## config.mk

```make
export PLATFORM = sky130hd
export DESIGN_NAME = serial_alu_seq_flat
export DESIGN_NICKNAME = d
export VERILOG_FILES = /design/src/rtl/serial_alu_pkg.sv /design/src/rtl/serial_alu_seq_if.sv /design/src/rtl/serial_alu_slice.sv /design/src/rtl/serial_alu_seq.sv /design/src/flat_wrapper.sv
export SDC_FILE = /design/constraint.sdc
export NUM_CORES = 1
export LEC_CHECK = 0
export CORE_MARGIN = 8
export CORE_UTILIZATION = 50
export CTS_BUF_LIST = sky130_fd_sc_hd__clkbuf_2
export CTS_CLUSTER_SIZE = 16
export DETAILED_ROUTE_END_ITERATION = 16
export PLACE_DENSITY = 0.79
export SLEW_MARGIN = 0
export SYNTH_ARGS = -nofsm -noshare
export SYNTH_HDL_FRONTEND = slang
export SYNTH_SLANG_ARGS = --single-unit
```

## constraint.sdc

```tcl
create_clock -name CLK -period 2.38 [get_ports CLK]
set_clock_uncertainty 0.05 [all_clocks]
set_input_delay 0.595 -clock CLK [delete_from_list [all_inputs] [get_ports CLK]]
set_output_delay 0.595 -clock CLK [all_outputs]
set_load 0.1 [all_outputs]
```

## src/rtl/serial_alu_pkg.sv

```systemverilog
// Shared opcodes, sequencer state encoding and mode validation for the bit-serial ALU.
package serial_alu_pkg;

    localparam logic [2:0] MODE_ADD  = 3'b000;
    localparam logic [2:0] MODE_AND  = 3'b001;
    localparam logic [2:0] MODE_OR   = 3'b010;
    localparam logic [2:0] MODE_XOR  = 3'b011;
    localparam logic [2:0] MODE_XNOR = 3'b100;

    typedef enum logic [1:0] {
        ST_IDLE = 2'd0,
        ST_RUN  = 2'd1,
        ST_DONE = 2'd2
    } state_t;

    function automatic logic mode_is_valid(input logic [2:0] mode);
        return mode <= MODE_XNOR;
    endfunction

endpackage

```

## src/rtl/serial_alu_seq_if.sv

```systemverilog
// Request/result bundle between the control logic and the serial ALU sequencer.
// Zero exists only when SERIAL_ALU_ZERO_FLAG_EN is defined.
interface serial_alu_seq_if #(parameter int WIDTH = 8);
    logic             Start;
    logic [2:0]       Mode;
    logic [WIDTH-1:0] A;
    logic [WIDTH-1:0] B;
    logic             C_in;
    logic             Busy;
    logic             Done;
    logic [WIDTH-1:0] X;
    logic             C_out;
    logic             Err;
`ifdef SERIAL_ALU_ZERO_FLAG_EN
    logic             Zero;

    modport master (output Start, Mode, A, B, C_in, input Busy, Done, X, C_out, Err, Zero);
    modport slave  (input Start, Mode, A, B, C_in, output Busy, Done, X, C_out, Err, Zero);
`else
    modport master (output Start, Mode, A, B, C_in, input Busy, Done, X, C_out, Err);
    modport slave  (input Start, Mode, A, B, C_in, output Busy, Done, X, C_out, Err);
`endif
endinterface

```

## src/rtl/serial_alu_slice.sv

```systemverilog
// Combinational 1-bit ALU slice; carry out is meaningful only for ADD.
module serial_alu_slice
    import serial_alu_pkg::*;
(
    input  logic [2:0] mode,
    input  logic       a,
    input  logic       b,
    input  logic       c_in,
    output logic       x,
    output logic       c_out
);
    always_comb begin
        x     = 1'b0;
        c_out = 1'b0;
        case (mode)
            MODE_ADD: begin
                x     = a ^ b ^ c_in;
                c_out = (a & b) | (c_in & (a ^ b));
            end
            MODE_AND:  x = a & b;
            MODE_OR:   x = a | b;
            MODE_XOR:  x = a ^ b;
            MODE_XNOR: x = ~(a ^ b);
            default:   x = 1'b0;
        endcase
    end
endmodule

```

## src/rtl/serial_alu_seq.sv

```systemverilog
// Bit-serial sequencer: runs one ALU slice over WIDTH cycles, LSB first, to build a full word.
// Optional Zero flag enabled by SERIAL_ALU_ZERO_FLAG_EN.
module serial_alu_seq
    import serial_alu_pkg::*;
#(
    parameter int WIDTH = 8
) (
    input logic            CLK,
    input logic            RST_N,
    serial_alu_seq_if.slave bus
);
    localparam int CW = $clog2(WIDTH);

    state_t           state, state_nxt;
    logic [WIDTH-1:0] a_sh, b_sh, x_sh, x_r;
    logic [2:0]       mode_r;
    logic [CW-1:0]    cnt;
    logic             carry, c_out_r, err_r;
    logic             sl_x, sl_c;
    logic             accept, last_bit;

    serial_alu_slice u_slice (
        .mode  (mode_r),
        .a     (a_sh[0]),
        .b     (b_sh[0]),
        .c_in  (carry),
        .x     (sl_x),
        .c_out (sl_c)
    );

    assign accept   = ((state == ST_IDLE) || (state == ST_DONE)) && bus.Start;
    assign last_bit = (cnt == CW'(WIDTH - 1));

    always_ff @(posedge CLK) begin
        if (!RST_N) state <= ST_IDLE;
        else        state <= state_nxt;
    end

    always_comb begin
        state_nxt = state;
        case (state)
            ST_IDLE, ST_DONE: begin
                if (bus.Start) state_nxt = mode_is_valid(bus.Mode) ? ST_RUN : ST_DONE;
                else           state_nxt = ST_IDLE;
            end
            ST_RUN:  if (last_bit) state_nxt = ST_DONE;
            default: state_nxt = ST_IDLE;
        endcase
    end

    // Visible results move only at Start acceptance and DONE entry; x_sh holds the partial word.
    always_ff @(posedge CLK) begin
        if (!RST_N) begin
            a_sh    <= '0;
            b_sh    <= '0;
            x_sh    <= '0;
            x_r     <= '0;
            mode_r  <= MODE_ADD;
            cnt     <= '0;
            carry   <= 1'b0;
            c_out_r <= 1'b0;
            err_r   <= 1'b0;
        end else if (accept) begin
            a_sh    <= bus.A;
            b_sh    <= bus.B;
            mode_r  <= bus.Mode;
            cnt     <= '0;
            x_r     <= '0;
            c_out_r <= 1'b0;
            err_r   <= !mode_is_valid(bus.Mode);
            carry   <= (bus.Mode == MODE_ADD) ? bus.C_in : 1'b0;
        end else if (state == ST_RUN) begin
            a_sh <= a_sh >> 1;
            b_sh <= b_sh >> 1;
            x_sh <= {sl_x, x_sh[WIDTH-1:1]};
            cnt  <= cnt + 1'b1;
            if (mode_r == MODE_ADD) carry <= sl_c;
            if (last_bit) begin
                x_r     <= {sl_x, x_sh[WIDTH-1:1]};
                c_out_r <= (mode_r == MODE_ADD) ? sl_c : 1'b0;
            end
        end
    end

`ifdef SERIAL_ALU_ZERO_FLAG_EN
    logic zero_acc, zero_r;

    // Running AND of inverted result bits; a reserved mode reports Zero=1 immediately.
    always_ff @(posedge CLK) begin
        if (!RST_N) begin
            zero_acc <= 1'b0;
            zero_r   <= 1'b0;
        end else if (accept) begin
            zero_acc <= 1'b1;
            zero_r   <= !mode_is_valid(bus.Mode);
        end else if (state == ST_RUN) begin
            zero_acc <= zero_acc & ~sl_x;
            if (last_bit) zero_r <= zero_acc & ~sl_x;
        end
    end

    assign bus.Zero = zero_r;
`endif

    assign bus.Busy  = (state == ST_RUN);
    assign bus.Done  = (state == ST_DONE);
    assign bus.X     = x_r;
    assign bus.C_out = c_out_r;
    assign bus.Err   = err_r;

endmodule
```

## src/flat_wrapper.sv

```systemverilog
// flat-port wrapper written by rule: the top's interface ports become plain ports
module serial_alu_seq_flat import serial_alu_pkg::*;
#(
    parameter int WIDTH = 8
)
  (CLK, RST_N, bus_Start, bus_Mode, bus_A, bus_B, bus_C_in, bus_Busy, bus_Done, bus_X, bus_C_out, bus_Err);
  serial_alu_seq_if #(.WIDTH(WIDTH)) bus_i ();
  input logic CLK;
  input logic RST_N;
  input wire logic [$bits(bus_i.Start)-1:0] bus_Start;
  input wire logic [$bits(bus_i.Mode)-1:0] bus_Mode;
  input wire logic [$bits(bus_i.A)-1:0] bus_A;
  input wire logic [$bits(bus_i.B)-1:0] bus_B;
  input wire logic [$bits(bus_i.C_in)-1:0] bus_C_in;
  output wire logic [$bits(bus_i.Busy)-1:0] bus_Busy;
  output wire logic [$bits(bus_i.Done)-1:0] bus_Done;
  output wire logic [$bits(bus_i.X)-1:0] bus_X;
  output wire logic [$bits(bus_i.C_out)-1:0] bus_C_out;
  output wire logic [$bits(bus_i.Err)-1:0] bus_Err;
  assign bus_i.Start = bus_Start;
  assign bus_i.Mode = bus_Mode;
  assign bus_i.A = bus_A;
  assign bus_i.B = bus_B;
  assign bus_i.C_in = bus_C_in;
  assign bus_Busy = bus_i.Busy;
  assign bus_Done = bus_i.Done;
  assign bus_X = bus_i.X;
  assign bus_C_out = bus_i.C_out;
  assign bus_Err = bus_i.Err;
  serial_alu_seq #(.WIDTH(WIDTH)) u_core (.CLK(CLK), .RST_N(RST_N), .bus(bus_i));
endmodule
```

# Yosys cells after proc, flatten, opt, wreduce, memory -nomap -nowiden
# Index checks and enable logic that the tools add are counted.
classes:
  mux: 14
  magnitude_cmp: 1
  addsub: 1
  n_eq_ne: 8
  bitwise_logic: 9
  reduce_logical: 13
op_table:
  columns: ["operator", "count"]
  rows:
  - ["2-to-1 mux 8 bit", 4]
  - ["== test 3 x 2 -> 1 bit (second input constant)", 2]
  - ["== test 3 bit (second input constant)", 2]
  - ["logical NOT 3 bit", 2]
  - ["2-to-1 mux 2 bit", 3]
  - ["AND reduction 2 bit", 3]
  - ["2-to-1 mux 1 bit", 5]
  - ["one-hot mux 1 bit (5 select lines)", 1]
  - ["one-hot mux 2 bit (2 select lines)", 1]
  - ["nonzero test 2 bit", 2]
  - ["OR reduction 2 bit", 2]
  - ["adder 3 x 1 -> 3 bit (second input constant)", 1]
  - ["== test 3 x 1 -> 1 bit (second input constant)", 1]
  - ["<= comparator 3 bit (second input constant)", 1]
  - ["NOT 1 bit", 3]
  - ["bitwise AND 1 bit", 2]
  - ["== test 2 x 1 -> 1 bit (second input constant)", 1]
  - ["== test 2 bit (second input constant)", 1]
  - ["logical NOT 2 bit", 1]
  - ["inequality test 2 x 1 -> 1 bit (second input constant)", 1]
  - ["OR 1 bit", 2]
  - ["bitwise XOR 1 bit", 2]
  - ["logical AND 1 bit", 1]
  - ["logical NOT 1 bit", 1]
  - ["logical OR 1 bit", 1]
word_totals:
  elab_cells: 56
  in_bits: 23
  reg_bits: 43
  output_inout_bits: 12

# Longest topological paths before layout
# Gate-level depths: netlist of run 1.
depth:
  word_depth: 6
  mapped_depth: 6
  depth_no_buf: 5

# By module
# Synthesis of run 1 repeated with hierarchy kept, for this count alone.
unflattened:
  hier_cells: 215
  hier_area_um2: 1830.5
modules_own_cells:
  columns: ["module", "area_each_um2", "seq_area_each_um2", "instances", "cells_each"]
  rows:
  - ["serial_alu_seq", 1725.4, 840.8, 1, 204]
  - ["serial_alu_slice", 105.1, 0.0, 1, 11]

# Least setup slack after synthesis of run 1
# OpenSTA, ideal clock, no wires.
synth_timing:
  path_type: "register to output"
  start: "register u_core.state[1]"
  end: "output bus_Done"
  required_ns: 1.735
  path_stages_with_launch: 2
  n_path_buf: 0
  path_slack_ns: 0.058
  arrival_ns: 1.677
  path_cell_list: "dfxtp_1 -> nor2b_1"
synth_via:
  elab_chain_len: 1
synth_lines:
  columns: ["element", "line", "source"]
  rows:
  - ["start: declaration", "serial_alu_seq.sv:14", "state_t state, state_nxt;"]
  - ["start signal: assignment", "serial_alu_seq.sv:36", "else state <= state_nxt;"]
  - ["== test 2 bit", "serial_alu_seq.sv:106", "assign bus.Done = (state == ST_DONE);"]
  - ["end: declaration", "flat_wrapper.sv:16", "output wire logic [$bits(bus_i.Done)-1:0] bus_Done;"]
# No other way between the ends.

# Worst setup path after layout of run 1
layout_timing:
  start: "register u_core.state[0]"
  end: "output bus_Done"
# Same word-level chain as after synthesis.

==> results of run 1 <==
power by group:
group          internal [W]  total [W]  switching (W)
registers          0.000733   0.000754      0.0000205
logic             0.0000985   0.000218       0.000120
clock network     0.0000712   0.000289       0.000218
total              0.000903    0.00126       0.000358
tightest hold or removal path, cell delays in order, from the launching register on:
cell,delay [ns]
dfxtp_1,0.35
nand2_1,0.05
a21boi_1,0.05
per-layer routing:
layer  vias up  routed length, um
met3         5                195
li1        779                  -
met4         0                 54
met2        36               1821
met1       698               1681
met5         -                  0
Yosys cell counts (2+ instances only):
| library cell | count |
|---|---|
| nand2_1 | 44 |
| dfxtp_1 | 42 |
| a21boi_1 | 23 |
| nand3_1 | 17 |
| a22oi_1 | 14 |
| a21oi_1 | 12 |
| buf_2 | 8 |
| clkbuf_1 | 4 |
| ha_1 | 4 |
| a21boi_0 | 3 |
| inv_1 | 3 |
| buf_4 | 2 |
| nand2b_1 | 2 |
| nor2_1 | 2 |
| nor2b_1 | 2 |
| nor4_1 | 2 |
flip-flops by register name, indices dropped and copies added, names as in the netlist:
signal            flops
u_core.bus.X          8
u_core.state          2
u_core.carry          1
u_core.x_sh           7
u_core.mode_r         3
u_core.bus.C_out      1
u_core.b_sh           8
u_core.bus.Err        1
u_core.a_sh           8
u_core.cnt            3
stage by stage:
step / worst slack (ns) / utilization / hold WS [ns]
2_1_floorplan: 0.05777 / - / 0.3822
4_1_cts: 0.4385 / 0.6171 / 0.4197
5_1_grt: 0.3444 / 0.6171 / 0.4360
6_report: 0.4586 / 0.6171 / 0.4167
3_5_place_dp: 0.2944 / 0.6066 / 0.3965
3_3_place_gp: 0.3406 / 0.6066 / 0.3929
layout make-up:
type	count	area (um2)	share of cell area
sequential	42	840.8	0.3807
tap	48	60.06	0.02720
multi-input combinational	143	879.6	0.3983
clock buffer	6	30.03	0.01360
inverter	4	15.01	0.006799
timing repair buffer	41	375.4	0.1700
clock inverter	1	7.507	0.003399
cell families after synthesis:
family | after synthesis
AND/OR/NAND/NOR | 75
AO/OA/AOI/OAI | 60
flip-flops | 42
buffers and inverters | 18
adder cells (fa/ha/maj) | 5
multiplexers | 2
XOR/XNOR | 1
final timing paths:
path | start | to | slack (ns)
max | u_core.state[0] | bus_Done | 0.46
min reg2reg | u_core.x_sh[1] | u_core.x_sh[1] | 0.42
max reg2reg | u_core.a_sh[0] | u_core.bus.X[7] | 0.54
min | u_core.x_sh[1] | u_core.x_sh[1] | 0.42
==> impl_metrics.tcl, run 1 <==
set metrics [dict create \
    status "finished clean" \
    initial_core_util 0.5045 \
    vias 1518 \
    drv_cap 0 \
    row_count 22 \
    final_max_slew_viol_count 0 \
    ctsRootBufferMaster "clkbuf_2" \
    synthSimpleGateAreaFrac 0.1892 \
    layout.cells.most_common_list "44 x nand2_1, 42 x dfxtp_1, 23 x a21boi_1" \
    avgSynthCellArea_um2 8.894 \
    post_cts_buffers 0 \
    top_usage_layer "met2" \
    ys_warn_count 0 \
    fmax_ghz 0.5205 \
    cts_sinks 42 \
    syn_nets 231 \
    area_growth_pct 22.31 \
    fp.dieH_um 76.09 \
    grt_pass1_wl_um 6561 \
    overflow 0 \
    avgViaCountPerCell 5.326 \
    clkTransAtPathRegs_ns 0.19 \
    synth_area_leaders "dfxtp_1 47%, a21boi_1 9.6%, nand2_1 9.1%, a22oi_1 5.8%, nand3_1 4.7%" \
    use_met3 0.05189 \
    synth-edff-count 0 \
    ios 35 \
    syn_area_um2 1805 \
    drtIter0Drc 100 \
    wirelength_um 3753 \
    crit_path_max_incr_delay_ns 0.40 \
    cpMaxStageDelayCell "dfxtp_1" \
    die_w_um 76.09 \
    r2r_cells 5 \
    fin_tns_setup_ns 0 \
    grt_use_met1 0.1541 \
    stdcell_count 285 \
    track_usage 0.1345 \
    worstPathCellList "nor2b_1 > buf_4" \
    insertion_delay_ns 0.39 \
    post_drt_wl_per_cell_um 13.17 \
    finalHoldViolations 0 \
    endpoint_kind "output port" \
    fillers 331 \
    critPathRequiredTime_ns 1.74 \
    synthMuxAreaShare 0.01178 \
    post-dp-hpwl_um 2626 \
    holdPathStages 2 \
    fin_area_um2 2208 \
    postCtsHoldBufs 0 \
    drc 0 \
    rsz0062_at_grt "no" \
    crit_buf_inv 1 \
    arrival_ns 1.28 \
    tightestPinTransition_ns 0.4712 \
    path_class "reg2out" \
    cts_buffers 5 \
    p_per_area_nw_per_um2 571.1 \
    synth_ff_type "dfxtp_1" \
    slew-limit-headroom 0.6852 \
    cp.depth 2 \
    synth_compound_area_frac 0.2426 \
    period_share 0.8073 \
    setup_violations 0 \
    drive_gt1_frac 0.1308 \
    leakage_nw 0.8190 \
    ant_nets 0 \
    grt_pass1_vias 1488 \
    cts_resized 0 \
    place_congestion 0.7908 \
    synthAdderAreaFrac 0.03881 \
    nets 265 \
    core-area_um2 3578 \
    dr.pass1.iters 4 \
    synth_top_family_by_area "compound AO/OA/AOI/OAI gates" \
    cp_top_family "flip-flops" \
    final_common_cell "nand2_1" \
    clockBufferDepth 2 \
    die-area_um2 5790 \
    worstPathMaxFanout 6 \
    synth_xor_area_frac 0.004851 \
    seq_area_frac_synth 0.4657 \
    async_flop_share 0 \
    dpl_cell_area_um2 2171 \
    antenna_cells 0 \
    hp-class "reg2reg" \
    placed_cells 278 \
    ys_ff_latch 42 \
    grtUsageMet2 0.2228 \
    cts-htree-levels 2 \
    worstSetupStartpointType "flip-flop" \
    netlist_instances 203 \
    ir_drop_uv 288.0 \
    period_minus_slack_ns 1.921 \
    cts_tree "done" \
    synth_cell_types 35 \
    grt_max_degree 32 \
    antenna_found_initial 0 \
    place.port_buffers 34 \
    finalPower_w 0.001261 \
    synth_top_area_share 0.4657 \
    yosysTopAreaCell "dfxtp_1" \
]
(Power assumes the default switching activity.)
==> inputs of run 2 (changes only) <==
==> constraint.sdc (replaced) <==
create_clock -name CLK -period 1.9 [get_ports CLK]
set_clock_uncertainty 0.05 [all_clocks]
set_input_delay 0.475 -clock CLK [delete_from_list [all_inputs] [get_ports CLK]]
set_output_delay 0.475 -clock CLK [all_outputs]
set_load 0.1 [all_outputs]
==> run 2 against run 1 <==
  * Wire length increased by 5.4%
  * Clock power up 82%
  * Register-to-register slack got worse by 0.44 ns
  * Setup slack got worse by 0.37 ns
  * Sequential share of layout area is 3.5 points lower
  * Non-clock buffer count grew 7
  * Global-route usage is 0.40 points higher
  * Final cell count increased by 2.8%
  * Critical path depth up 1
  * Sequential power up 26%
  * Largest cell class unchanged
  * Highest routed layer unchanged
==> impl_metrics.tcl, run 2 (same netlist as run 1, synthesis figures left out) <==
set metrics [dict create \
    status "finished clean" \
    die-area_um2 5790 \
    final_max_slew_viol_count 0 \
    hp-class "reg2reg" \
    dr.pass1.iters 4 \
    cts_tree "done" \
    worstSetupStartpointType "flip-flop" \
    fmax_ghz 0.5510 \
    cts-htree-levels 2 \
    period_share 0.9552 \
    row_count 22 \
    setup_violations 0 \
    grt_max_degree 29 \
    timing.critical_path.from "u_core.state[1]" \
    core-area_um2 3578 \
    finalHoldViolations 0 \
    grt_pass1_vias 1567 \
    clockBufferDepth 2 \
    leakage_nw 0.8935 \
    post-place-ws_ns 0.06713 \
    clkTransAtPathRegs_ns 0.23 \
    drv_cap 0 \
    slew-limit-headroom 0.7237 \
    ir_drop_uv 494.8 \
    worstPathMaxFanout 5 \
    holdPathStages 2 \
    drive_gt1_frac 0.1755 \
    min_to "u_core.bus.X[0]" \
    cts_buffers 5 \
    ios 35 \
    endpoint_kind "output port" \
    r2r_cells 5 \
    post-dp-hpwl_um 2879 \
    fin_tns_setup_ns 0 \
    track_usage 0.1386 \
    initial_core_util 0.5045 \
    post_drt_wl_per_cell_um 13.51 \
    worstPathCellList "nand2b_1 > inv_4 > buf_12" \
    period_minus_slack_ns 1.815 \
    layout.cells.most_common_list "44 x nand2_1, 39 x dfxtp_1, 23 x a21boi_1" \
    crit_path_max_incr_delay_ns 0.39 \
    cts_sinks 42 \
    path_class "reg2out" \
    area_growth_pct 35.14 \
    ant_nets 0 \
    die_w_um 76.09 \
    fin_ws_ns 0.08506 \
    wirelength_um 3957 \
    nets 272 \
    utilization 0.6818 \
    r2r_slack_ns 0.10 \
    r2r-end "u_core.x_sh[7]" \
    place.port_buffers 34 \
    hp-start "u_core.x_sh[1]" \
    place_congestion 0.7681 \
    drc 0 \
    ctsRootBufferMaster "clkbuf_2" \
    antenna_cells 0 \
    drtIter0Drc 87 \
    insertion_delay_ns 0.41 \
    r2r_start "u_core.a_sh[0]" \
    antenna_found_initial 0 \
    avgViaCountPerCell 5.352 \
    arrival_ns 1.29 \
    final_common_cell "nand2_1" \
    vias 1568 \
    tightestPinTransition_ns 0.4107 \
    overflow 0 \
    p_per_area_nw_per_um2 724.4 \
    fp.dieH_um 76.09 \
    grt_pass1_wl_um 6789 \
    finalPower_w 0.001768 \
    cpMaxStageDelayCell "dfxtp_2" \
    postCtsHoldBufs 0 \
    critPathRequiredTime_ns 1.37 \
]
==> run 2: layout make-up <==
cell class | count | area, um2
fill | 311 | 1139
tap | 48 | 60.06
timing repair buffer | 48 | 565.5
clock buffer | 5 | 25.02
inverter | 4 | 17.52
clock inverter | 3 | 45.04
multi-input combinational | 143 | 882.1
sequential | 42 | 844.6
==> run 2: timing repair <==
action | in CTS | in global routing
buffers inserted | 0 | 2
gates resized for setup | 1 | 3
cloned | 0 | 0
setup endpoints to repair | 1 | 2
==> run 2: power by group <==
part / switching [W] / internal, W
clock: 0.000304 / 0.000221
sequential: 0.0000277 / 0.000920
combinational: 0.000155 / 0.000140
==> run 2: worst max-delay path: cells and delay by family (launching register included) <==
kind | cells | cell delay (ns)
flops | 1 | 0.39
simple gates | 1 | 0.20
buf+inv | 2 | 0.28
==> run 2: how the worst max path moves through the flow <==
stage / endpoint / cells after the start
finish: bus_Busy / 3
global route: bus_Busy / 3
CTS: bus_Busy / 3
detailed placement: u_core.bus.X[7] / 5
global placement: u_core.bus.X[7] / 5
floorplan: u_core.bus.X[7] / 5
==> run 2: stage by stage <==
stage	cells	hold WS (ns)	instance area (um2)
final	293	0.4196	2440
after global routing	293	0.4391	2440
after CTS	291	0.4209	2420
after detailed placement	283	0.3961	2349
after global placement	283	0.3928	2349
after floorplan	203	0.3822	1808
==> run 2: routing by layer <==
metal,GRT usage,up-vias,share of wire
met3,0.05307,3,0.053
li1,-,795,-
met1,0.1459,738,0.43
met5,0,-,0
met4,0.05962,0,0.0053
met2,0.2399,32,0.51
